### config.mk
export PLATFORM = sky130hd
export DESIGN_NAME = fp_cmp_arbiter
export DESIGN_NICKNAME = d
export VERILOG_FILES = /design/src/rtl/fp_cmp_arbiter_pkg.sv /design/src/rtl/fp_cmp_arbiter_fp_gt_eq.sv /design/src/rtl/fp_cmp_arbiter.sv
export SDC_FILE = /design/constraint.sdc
export NUM_CORES = 1
export LEC_CHECK = 0
export ABC_AREA = 1
export CAP_MARGIN = 20
export CORE_MARGIN = 2
export CORE_UTILIZATION = 30
export DETAILED_ROUTE_END_ITERATION = 6
export PLACE_DENSITY = 0.75
export SYNTH_ARGS = -nofsm -noshare
export SYNTH_HDL_FRONTEND = slang
export SYNTH_SLANG_ARGS = --single-unit
### constraint.sdc
create_clock -name clk -period 3.9 [get_ports clk]
set_input_delay 1.17 -clock clk [delete_from_list [all_inputs] [get_ports clk]]
set_output_delay 1.17 -clock clk [all_outputs]
set_load 0.02 [all_outputs]
### src/rtl/fp_cmp_arbiter_pkg.sv
// rtl/fp_cmp_arbiter_pkg.sv - shared types and widths for the FP compare arbiter
package fp_cmp_arbiter_pkg;

   localparam int FP_W  = 32;
   localparam int CNT_W = 16;

   // IDLE: no result held; RESP: a result is presented on the response port
   typedef enum logic {
      IDLE = 1'b0,
      RESP = 1'b1
   } state_t;

endpackage

### src/rtl/fp_cmp_arbiter_fp_gt_eq.sv
// rtl/fp_cmp_arbiter_fp_gt_eq.sv - combinational IEEE-754 single bit-rule compare
module fp_gt_eq
   import fp_cmp_arbiter_pkg::*;
(
   input  logic [FP_W-1:0] a,
   input  logic [FP_W-1:0] b,
   output logic            gt,
   output logic            eq
);

   logic mag_gt;

   assign mag_gt = (a[FP_W-2:0] > b[FP_W-2:0]);

   // Sign-magnitude ordering; NaN/denormals just follow the raw bits
   always_comb begin
      eq = (a == b);
      if (a[FP_W-1] != b[FP_W-1]) begin
         gt = ~a[FP_W-1];
      end else if (a == b) begin
         gt = 1'b0;
      end else if (a[FP_W-1]) begin
         gt = ~mag_gt;
      end else begin
         gt = mag_gt;
      end
   end

endmodule

### src/rtl/fp_cmp_arbiter.sv
// rtl/fp_cmp_arbiter.sv - round-robin arbiter sharing one FP comparator
module fp_cmp_arbiter
   import fp_cmp_arbiter_pkg::*;
#(
   parameter int NREQ = 4
) (
   input  logic                     clk,
   input  logic                     rst_n,
   input  logic [NREQ-1:0]          req_valid,
   input  logic [NREQ*FP_W-1:0]     req_a,
   input  logic [NREQ*FP_W-1:0]     req_b,
   output logic [NREQ-1:0]          req_ready,
   output logic                     rsp_valid,
   input  logic                     rsp_ready,
   output logic [$clog2(NREQ)-1:0]  rsp_id,
   output logic                     rsp_gt,
   output logic                     rsp_eq,
   output logic [CNT_W-1:0]         cmp_count
);

   localparam int ID_W = $clog2(NREQ);

   state_t            state_q, state_d;
   logic [ID_W-1:0]   ptr_q, ptr_d;
   logic [ID_W-1:0]   rsp_id_q, rsp_id_d;
   logic              rsp_gt_q, rsp_gt_d;
   logic              rsp_eq_q, rsp_eq_d;
   logic [CNT_W-1:0]  cmp_count_q, cmp_count_d;

   logic [FP_W-1:0]   a_arr [NREQ];
   logic [FP_W-1:0]   b_arr [NREQ];
   logic [FP_W-1:0]   a_sel;
   logic [FP_W-1:0]   b_sel;
   logic [ID_W-1:0]   win;
   logic [ID_W-1:0]   cand;
   int                cand_idx;
   logic              found;
   logic              acc;
   logic              cmp_gt;
   logic              cmp_eq;

   for (genvar i = 0; i < NREQ; i++) begin : g_unpack
      assign a_arr[i] = req_a[i*FP_W +: FP_W];
      assign b_arr[i] = req_b[i*FP_W +: FP_W];
   end

   // Round-robin search: first valid requester at or after ptr, wrapping
   always_comb begin
      found    = 1'b0;
      win      = '0;
      cand_idx = 0;
      cand     = '0;
      for (int k = 0; k < NREQ; k++) begin
         cand_idx = (int'(ptr_q) + k) % NREQ;
         cand     = ID_W'(cand_idx);
         if (!found && req_valid[cand]) begin
            found = 1'b1;
            win   = cand;
         end
      end
   end

   // A new compare is taken whenever the output slot is free or draining
   assign acc = rst_n && ((state_q == IDLE) || rsp_ready) && found;

   assign a_sel = a_arr[win];
   assign b_sel = b_arr[win];

   fp_gt_eq u_fp_gt_eq (
      .a  (a_sel),
      .b  (b_sel),
      .gt (cmp_gt),
      .eq (cmp_eq)
   );

   // One-hot accept strobe on the winner, only when the compare is taken
   always_comb begin
      req_ready = '0;
      if (acc) begin
         req_ready[win] = 1'b1;
      end
   end

   // Next-state: load on accept, drain to IDLE when consumed with nothing new
   always_comb begin
      state_d     = state_q;
      ptr_d       = ptr_q;
      rsp_id_d    = rsp_id_q;
      rsp_gt_d    = rsp_gt_q;
      rsp_eq_d    = rsp_eq_q;
      cmp_count_d = cmp_count_q;
      if (acc) begin
         state_d     = RESP;
         ptr_d       = (win == ID_W'(NREQ - 1)) ? '0 : win + 1'b1;
         rsp_id_d    = win;
         rsp_gt_d    = cmp_gt;
         rsp_eq_d    = cmp_eq;
         cmp_count_d = cmp_count_q + CNT_W'(1);
      end else if ((state_q == RESP) && rsp_ready) begin
         state_d = IDLE;
      end
   end

   // State and result registers; reset discards any held result
   always_ff @(posedge clk) begin
      if (!rst_n) begin
         state_q     <= IDLE;
         ptr_q       <= '0;
         rsp_id_q    <= '0;
         rsp_gt_q    <= 1'b0;
         rsp_eq_q    <= 1'b0;
         cmp_count_q <= '0;
      end else begin
         state_q     <= state_d;
         ptr_q       <= ptr_d;
         rsp_id_q    <= rsp_id_d;
         rsp_gt_q    <= rsp_gt_d;
         rsp_eq_q    <= rsp_eq_d;
         cmp_count_q <= cmp_count_d;
      end
   end

   assign rsp_valid = (state_q == RESP);
   assign rsp_id    = rsp_id_q;
   assign rsp_gt    = rsp_gt_q;
   assign rsp_eq    = rsp_eq_q;
   assign cmp_count = cmp_count_q;

endmodule
==> reports/qor.yml <==
floorplan:
  start_util_pct: 30.73
  die_area_sq_um: 14570
  io_pins: 288
  row_count: 42
  die_w_um: 120.7
  dieHeight_um: 120.7
  core_area_sq_um: 13300
final_layout:
  fin_nets: 1327
  final_util_pct: 64.62
  diodes: 0
  fillerInstances: 1144
  drive_gt1_share_pct: 19.86
  area_growth_pct: 110.3
  final_cell_area_sq_um: 8591
synth:
  syn_avg_cell_area_sq_um: 5.795
  synth_cells: 705
  synth_edf_count: 0
  ys_async_sr_fraction_pct: 0
  ys_seq_area_share_pct: 11.27
  synth_top_area_share_pct: 19.75
  synth_cell_types: 35
  ys_ff_latch: 23
  synth_ff_type: "dfxtp_1"
  synth_top_family_by_area: "simple AND/OR/NAND/NOR gates"
  synth_simple_gate_area_share_pct: 35.41
  syn-num-nets: 1004
  synth_area_leaders: "nand2_1 20%, dfxtp_1 11%, ha_1 11%, a21oi_1 8.1%, a32o_1 7.6%"
  ys.warnings.count: 0
  synth_compound_area_share_pct: 30.57
  synth_commonest_cells: "215 x nand2_1, 77 x nor2_1, 66 x a21oi_1, 62 x o21ai_0, 37 x inv_1"
  yosysMostFrequentCell: "nand2_1"
  yosysTopAreaCell: "nand2_1"
  synth_fa_ha_area_share_pct: 11.03
  synth_xor_area_share_pct: 0.4288
  muxShareOfSynthArea_pct: 0
  syn_area_sq_um: 4085
clocking:
  cts.sinks: 23
  htreeDepth: 1
  ctsLongestPathBuffers: 2
  root_buffer: "clkbuf_16"
  postCtsHoldBufs: 0
  insertion_delay_ns: 0.26
  cts_buffers: 3
  cts.clk_slew.worst_paths_ns: 0.06
  cts_tree: "built"
worst_setup_path:
  critical_path_class: "input pin to flip-flop"
  slowest_stage: "ha_4"
  r2r_slack_ns: 0.35
  cp.required_ns: 4.09
  startpoint_type: "input pin"
  r2r_cells: 24
  r2r_end: "rsp_eq$_SDFFE_PN0P_"
  crit_chain: "buf_8 > inv_4 > nand2_4 > nand3_4 > nand2_4 > nor2_4 > nand3_2 > nand3_2 > nand2_4 > buf_8 > buf_12 > buf_8 > a21oi_2 > a32oi_2 > ha_4 > nand2_2 > buf_4 > nor2_2 > nand4_1 > nor2_1 > nand3_2 > nor2_1 > nand3_1 > a21oi_2"
  reg2reg_from: "ptr_q[1]$_SDFFE_PN0P_"
  slowest_delay_ns: 0.30
  cp_top_family: "simple AND/OR/NAND/NOR gates"
  crit_arrival_ns: 4.07
  crit_fanout: 7
  cp-end-kind: "flip-flop"
  worst-path-buf-inv: 6
grt:
  grt_usage_pct: 23.97
  grt_start_max_net_pins: 57
  antenna_found_initial: 0
  grt_overflow_total: 0
  grt_pass1_wl_um: 28400
  grt_pass1_vias: 5768
sta:
  timing.setup.tns_ns: 0
  tightest_slew_ns: 0.5048
  finalSetupViolCount: 0
  min_period_ns: 3.879
  slew_headroom_pct: 66.04
  grt_setup_unrepaired: "true"
  finalHoldViolCount: 0
  clock_skew_ns: 0.002004
  fin_ws_ns: 0.02112
  slew_violations: 0
  period_share_pct: 99.46
  timing.fmax_mhz: 257.8
placement:
  post_dp_cell_area_sq_um: 7248
  dpl.hpwl_um: 14570
  pre_cts_slack_ns: -0.7379
  place_congestion: 0.8969
  placement.io_buffers: 287
detailed_routing:
  totalWireLength_um: 20550
  avgRoutedWirePerCell_um: 17.08
  wl_met2_um: 10280
  wl_met1_um: 8189
  drcViolationCount: 0
  route.met3.wl_um: 1507
  first_pass_iters: 5
  highest_layer: "met4"
  vias: 6299
  detail-route-antenna-nets: 0
  drtIter0Drc: 402
  avgViaCountPerCell: 5.236
min_path:
  hold_path.class: "flip-flop to flip-flop"
  min_path_cells: 2
  holdPathEnd: "rsp_gt$_SDFFE_PN0P_"
  min_from: "rsp_gt$_SDFFE_PN0P_"
run_status:
  status: "complete, no violations"
run:
  max_cap_violations: 0
[how the worst max path moves through the flow]
stage	slack, ns	to	startpoint	cells past startpoint
after floorplan	0.07	req_ready[0]	req_valid[3]	12
after global placement	-0.70	req_ready[1]	req_valid[3]	13
after detailed placement	-0.74	rsp_gt$_SDFFE_PN0P_	req_valid[3]	23
after CTS	-0.05	rsp_gt$_SDFFE_PN0P_	req_valid[0]	24
after global routing	-0.16	rsp_gt$_SDFFE_PN0P_	req_valid[1]	27
final	0.02	rsp_eq$_SDFFE_PN0P_	req_valid[2]	24
[cell type report]
cell class,count,area [sq um],share of cell area (%)
flip-flops and latches,23,460.4,5.360
repair buffers,364,3983,46.36
clock buffers,3,75.07,0.8739
clock inverters,1,5.005,0.05826
inverters,43,176.4,2.054
well taps,176,220.2,2.563
multi-input cells,593,3671,42.73
[layer usage]
layer / up-vias / GRT usage, %
met5: - / 0
met4: 0 / 4.724
met3: 44 / 3.726
met2: 247 / 44.24
met1: 2914 / 29.27
li1: 3094 / -
[sequential cells by signal, summed over array words and instances, names as in the netlist]
signal     cells
rsp_eq         1
cmp_count     16
rsp_valid      1
rsp_id         2
ptr_q          2
rsp_gt         1
[through the flow]
| stage | hold WS (ns) | std cells |
|---|---|---|
| 6_report | 0.4655 | 1203 |
| 2_1_floorplan | 0.5074 | 705 |
| 3_3_place_gp | 0.4580 | 1162 |
| 3_5_place_dp | 0.4630 | 1162 |
| 5_1_grt | 0.4936 | 1203 |
| 4_1_cts | 0.4726 | 1175 |
[worst min-delay path: stages (launching register included)]
cell	delay (ns)
dfxtp_1	0.31
nand2_1	0.06
a21oi_1	0.05
[placed cells by master (no fill, tap or decap), types with 7 or more instances in the layout]
cell             instances
o21ai_1                 30
a21oi_2                  7
clkdlybuf4s50_1        279
nand2_1                195
nor2_2                  14
buf_6                   13
o21ai_0                 37
nor2_1                  61
clkbuf_16               14
a32o_1                  25
nor3_1                   7
buf_4                   37
o22ai_2                 13
o22ai_1                 13
dfxtp_1                 23
nand2_2                 20
buf_12                  12
inv_1                   31
ha_4                     9
nand3_1                 22
a21oi_1                 58
ha_1                    26
[logic make-up after synthesis]
family                     after synthesis
and+or+nand+nor                        350
AOI/OAI and AO/OA                      205
buffers and inverters                   89
adders and majority gates               36
DFF                                     23
xor gates and xnor gates                 2
[what timing repair did]
| item | in CTS | in global routing |
|---|---|---|
| cloned | 4 | 11 |
| hold endpoints to repair | 0 | 0 |
| resized for setup | 81 | 145 |
| buffers inserted | 5 | 17 |
| pin swaps | 19 | 60 |
| endpoints found under the setup margin | 6 | 6 |
Power is left out: the tool's default activity adds up to more than one toggle a clock period on the data nets, which glitch-free logic cannot reach.
==> patch 1: new RTL, same flow settings <==
Change the package constant `FP_W` from 32 to 16.
--- a/src/rtl/fp_cmp_arbiter_pkg.sv
+++ b/src/rtl/fp_cmp_arbiter_pkg.sv
@@ -3,3 +3,3 @@
 
-   localparam int FP_W  = 32;
+   localparam int FP_W  = 16;
    localparam int CNT_W = 16;
Interface: changed (resized req_a and req_b); port bits go from 288 to 160. The function was not compared with the original's and may differ.
==> patch 1 against the unedited design <==
  * Sequential cell count is the same
  * Critical path type is now input pin to primary output
  * Clock skew is essentially flat
  * Worst setup slack better by 69 ps
  * Critical endpoint is now req_ready[1]
  * Synthesized area fell by 32%
  * Cell area decreased by 44%
  * First-iteration DRC count fell by 79%
  * Wire length down 48%
==> patch 1: results (changes against the unedited design) <==
grt_pass1_vias: 3397  # was 5768
final_nets: 789  # was 1327
syn_nets: 618  # was 1004
grt_pass1_wl_mm: 16.06  # was 28.40 mm
drive_gt1_frac: 0.1469  # was 0.1986
place_congestion: 0.9102  # was 0.8969
dpl_cell_area_um2: 4457  # was 7248 um^2
grtUsageTotal: 0.1941  # was 0.2397
clk_pin_slew_ps: 80  # was 60 ps
port_buffers: 159  # was 287
slew_headroom: 0.6684  # was 0.6604
ys.flop_type: "dfxtp_1"  # unchanged
cts-root-buf: "clkbuf_8"  # was clkbuf_16
ys_top_cells_by_count: "nand2_1, a21oi_1, nor2_1"  # was nand2_1, nor2_1, a21oi_1
vias: 3804  # was 6299
ys_top_cells_by_area: "nand2_1, dfxtp_1, ha_1"  # unchanged
skew_ps: 2.488  # was 2.004 ps
clock_latency_ps: 270
finalWirelength_mm: 10.64  # was 20.55 mm
grt_max_degree: 41  # was 57
place_hpwl_mm: 8.149  # was 14.57 mm
cts_buffer_depth: 2  # unchanged
drt-initial-drc-count: 85  # was 402
status: "finished clean"  # unchanged
arrival_ps: 2640  # was 4070 ps
[patch 1: cell types whose count changed after synthesis, moves of 16 or more]
| cell | delta |
|---|---|
| a32o_1 | -16 |
| a21oi_1 | -22 |
| o21ai_0 | -27 |
| ha_1 | -16 |
| nand2_1 | -71 |
| nor2_1 | -39 |
[patch 1: area by class of cell]
cell class	count	area (um^2)
repair buffers	189	1872
clock inverters	1	5.005
flip-flops and latches	23	460.4
multi-input cells	377	2157
inverters	40	157.7
fillers	875	4277
well taps	111	138.9
clock buffers	3	41.29
[patch 1: logic make-up (layout without fill, tap and decap cells)]
kind of cell,count (synthesis),in the layout,share of synthesized area
flops,23,23,0.1660
compound gates,118,118,0.2558
simple gates,237,237,0.3672
xor+xnor,2,2,0.006316
buf+inv,63,233,0.1146
fa+ha+maj,20,20,0.09021
[patch 1: final timing paths]
path / startpoint / cells past startpoint / slack [ps] / end
worst max-delay path: req_valid[0] / 14 / 90 / req_ready[1]
worst min-delay path: rsp_gt$_SDFFE_PN0P_ / 2 / 470 / rsp_gt$_SDFFE_PN0P_
worst max register to register: ptr_q[0]$_SDFFE_PN0P_ / 20 / 390 / rsp_gt$_SDFFE_PN0P_
worst min register to register: rsp_gt$_SDFFE_PN0P_ / 2 / 470 / rsp_gt$_SDFFE_PN0P_
[patch 1: through the flow]
stage / std cells / power (mW) / utilization / TNS (ps) / worst slack, ps
after floorplan: 463 / 2.462 / - / 0 / 101.4
after global placement: 726 / 3.039 / 0.4893 / -3155 / -650.3
after detailed placement: 726 / 3.102 / 0.4893 / -3809 / -738.7
after CTS: 738 / 3.388 / 0.5088 / 0 / 32.96
after global routing: 744 / 4.133 / 0.5305 / 0 / 13.02
final: 744 / 3.704 / 0.5305 / 0 / 90.53
[patch 1: power groups by stage]
stage          combinational (mW)  sequential [mW]  clock [mW]
5_1_grt                      3.68            0.296       0.162
3_3_place_gp                 2.75            0.292           0
2_1_floorplan                2.15            0.307           0
4_1_cts                      2.94            0.289       0.154
3_5_place_dp                 2.81            0.292           0
6_report                     3.26            0.292       0.149
[patch 1: what timing repair did]
item	in CTS	in global routing
cloned	0	1
buffers inserted	8	5
gates resized for setup	54	47
pin swaps	13	13
setup endpoints to repair	6	6
[patch 1: critical path: stages]
cell and delay [ps]:
clkbuf_2 100, nand2_1 60, nand2_2 140, nand2_2 80
nand2_2 80, nor2_4 50, buf_6 110, nand3_4 60
nand3_4 190, inv_6 150, ha_4 130, inv_1 40
nor2_2 140, buf_6 130
[patch 1: per-layer routing]
metal / global-route usage / part of all wire / wire, um
met5: 0 / 0 / 0
met4: 0.03793 / 0.017 / 183
met3: 0.03064 / 0.077 / 815
met2: 0.3490 / 0.48 / 5125
met1: 0.2453 / 0.42 / 4513
==> patch 2: new RTL, same settings <==
Without the edit above. Put one more register stage on the output `cmp_count`, cleared by the reset. The value now appears one clock later. The other outputs are not delayed to match.
--- a/src/rtl/fp_cmp_arbiter.sv
+++ b/src/rtl/fp_cmp_arbiter.sv
@@ -126,3 +126,9 @@
    assign rsp_eq    = rsp_eq_q;
-   assign cmp_count = cmp_count_q;
+   always_ff @(posedge clk) begin
+      if (!rst_n) begin
+         cmp_count <= '0;
+      end else begin
+         cmp_count <= cmp_count_q;
+      end
+   end
 
Behaviour: not the same (Yosys sat finds a counterexample within 4 cycles, from zero or initial values and one cycle with rst_n low).
==> patch 2 against the unedited design <==
  * The run now ends with negative setup slack left
  * Synthesized area is 8.8% higher
  * Cell area is 0.12% higher
  * Sequential cell count rose by 16
  * Worst setup slack worse by 34 ps
  * Critical path type unchanged
  * Wire length decreased by 2.2%
  * Non-clock buffer count is 16 lower
  * Via count decreased by 1.7%
Power is left out: the tool's default activity adds up to more than one toggle a clock period on the data nets, which glitch-free logic cannot reach.
==> patch 2: results (changes against the unedited design) <==
whs_endpoint: "cmp_count[10]$_SDFF_PN0_"  # was rsp_gt$_SDFFE_PN0P_
r2r_cells: 25  # was 24
critical_path.endpoint: "rsp_gt$_SDFFE_PN0P_"  # was rsp_eq$_SDFFE_PN0P_
arrival_ps: 4080  # was 4070 ps
grt_pass1_vias: 5921  # was 5768
drt-initial-drc-count: 283  # was 402
place_congestion: 0.8922  # was 0.8969
violations: "negative setup slack"
wire_per_inst_um: 16.40  # was 17.08 um
numCtsBuffers: 5  # was 3
syn_nets: 1029  # was 1004
port_buffers: 287  # unchanged
vias: 6195  # was 6299
timing.rr.start: "ptr_q[0]$_SDFFE_PN0P_"  # was ptr_q[1]$_SDFFE_PN0P_
cts-root-buf: "clkbuf_16"  # unchanged
clk_pin_slew_ps: 50
status: "complete, but fails checks"  # was finished clean
synth_warnings: 0  # unchanged
cp_max_fo: 17  # was 7
fillers: 1324  # was 1144
detail_route.first_pass.iterations: 5  # unchanged
synthArstFlopShare: 0  # unchanged
setup_viol: 4  # was 0
cts_buffer_depth: 2  # unchanged
final_nets: 1337  # was 1327
reg.largest.list: "cmp_count: 16 flops, cmp_count_q: 16 flops"
slew_headroom: 0.6833  # was 0.6604
yosysSeqAreaShare: 0.1756  # was 0.1127
min_from: "cmp_count_q[10]$_SDFFE_PN0P_"  # was rsp_gt$_SDFFE_PN0P_
clock_latency_ps: 280  # was 260 ps
h-tree-depth: 2  # was 1
yosysUniqueCellTypes: 37  # was 35
reg2reg_slack_ps: 70  # was 350 ps
criticalPathCategory: "input pin to flip-flop"  # unchanged
startpoint: "req_valid[1]"  # was req_valid[2]
hold_slack_ps: 424.4  # was 465.5 ps
synth-edff-count: 0  # unchanged
layout_setup_ws_ps: -12.94  # was 21.12 ps
skew_ps: 4.619  # was 2.004 ps
drive_gt1_frac: 0.1455  # was 0.1986
antenna_found_initial: 4  # was 0
ys_top_cells_by_area: "nand2_1, dfxtp_1, ha_1"  # unchanged
grt_pass1_wl_mm: 30.69  # was 28.40 mm
critPathMaxStageDelay_ps: 300  # about the same
grt_max_degree: 44  # was 57
place_hpwl_mm: 14.54  # was 14.57 mm
ys_top_cells_by_count: "nand2_1, nor2_1, a21oi_1, o21ai_0, inv_1"  # was nand2_1, nor2_1, a21oi_1
min_path_cells: 2  # unchanged
worst_path_max_delay_cell: "ha_1"  # was ha_4
grtUsageTotal: 0.2387  # was 0.2397
==> patch 2: cell types whose count changed after synthesis, moves of 5 or more <==
cell     unedited run  this run
inv_1              37        54
dfxtp_1            23        39
buf_2              13        19
nand3_1            30        24
nand4_1             5        10
nor3_1              8         3
==> patch 2: repair_timing <==
action,in CTS,in global routing
pin swaps,31,12
setup endpoints to repair,6,6
gates cloned,11,0
buffers inserted,12,3
gates resized for setup,98,56
==> patch 2: cell type report <==
type,instances,area (um^2),area share
antenna,4,10.01,0.001164
clock buffer,5,125.1,0.01455
clock inverter,2,37.54,0.004364
inverter,61,249.0,0.02895
multi-input combinational,583,3402,0.3955
sequential,39,780.7,0.09078
tap,184,230.2,0.02677
timing repair buffer,348,3766,0.4379
==> patch 2: kinds of logic after synthesis <==
group           Yosys count  synth area share
simple gates            342            0.3234
fa+ha+maj                36            0.1013
flops                    39            0.1756
compound gates          205            0.2817
buf+inv                 108            0.1179
==> patch 2: per-stage QoR <==
stage	setup TNS (ps)	worst slack (ps)	instance area, um^2	cells	utilization
after floorplan	0	92.48	4446	730	-
after global placement	-3884	-799.5	7604	1189	0.5251
after detailed placement	-4125	-835.7	7604	1189	0.5251
after CTS	0	4.769	8389	1219	0.5794
after global routing	-660.5	-181.8	8601	1226	0.5940
final	-27.18	-12.94	8601	1226	0.5940
==> patch 2: metal layers <==
layer  routed length, um  GRT usage  vias up  part of all wire
met4                 488    0.08016        0             0.024
met2                9989     0.4181      213              0.50
met1                8136     0.2895     2828              0.40
met5                   0          0        -                 0
li1                    -          -     3124                 -
met3                1489    0.05268       30             0.074
==> patch 2: critical path, delay by kind of cell <==
kind,cells,cell delay (ps)
AOI/OAI and AO/OA,2,310
adders and majority gates,1,300
buffers and inverters,7,810
and+or+nand+nor,15,1480
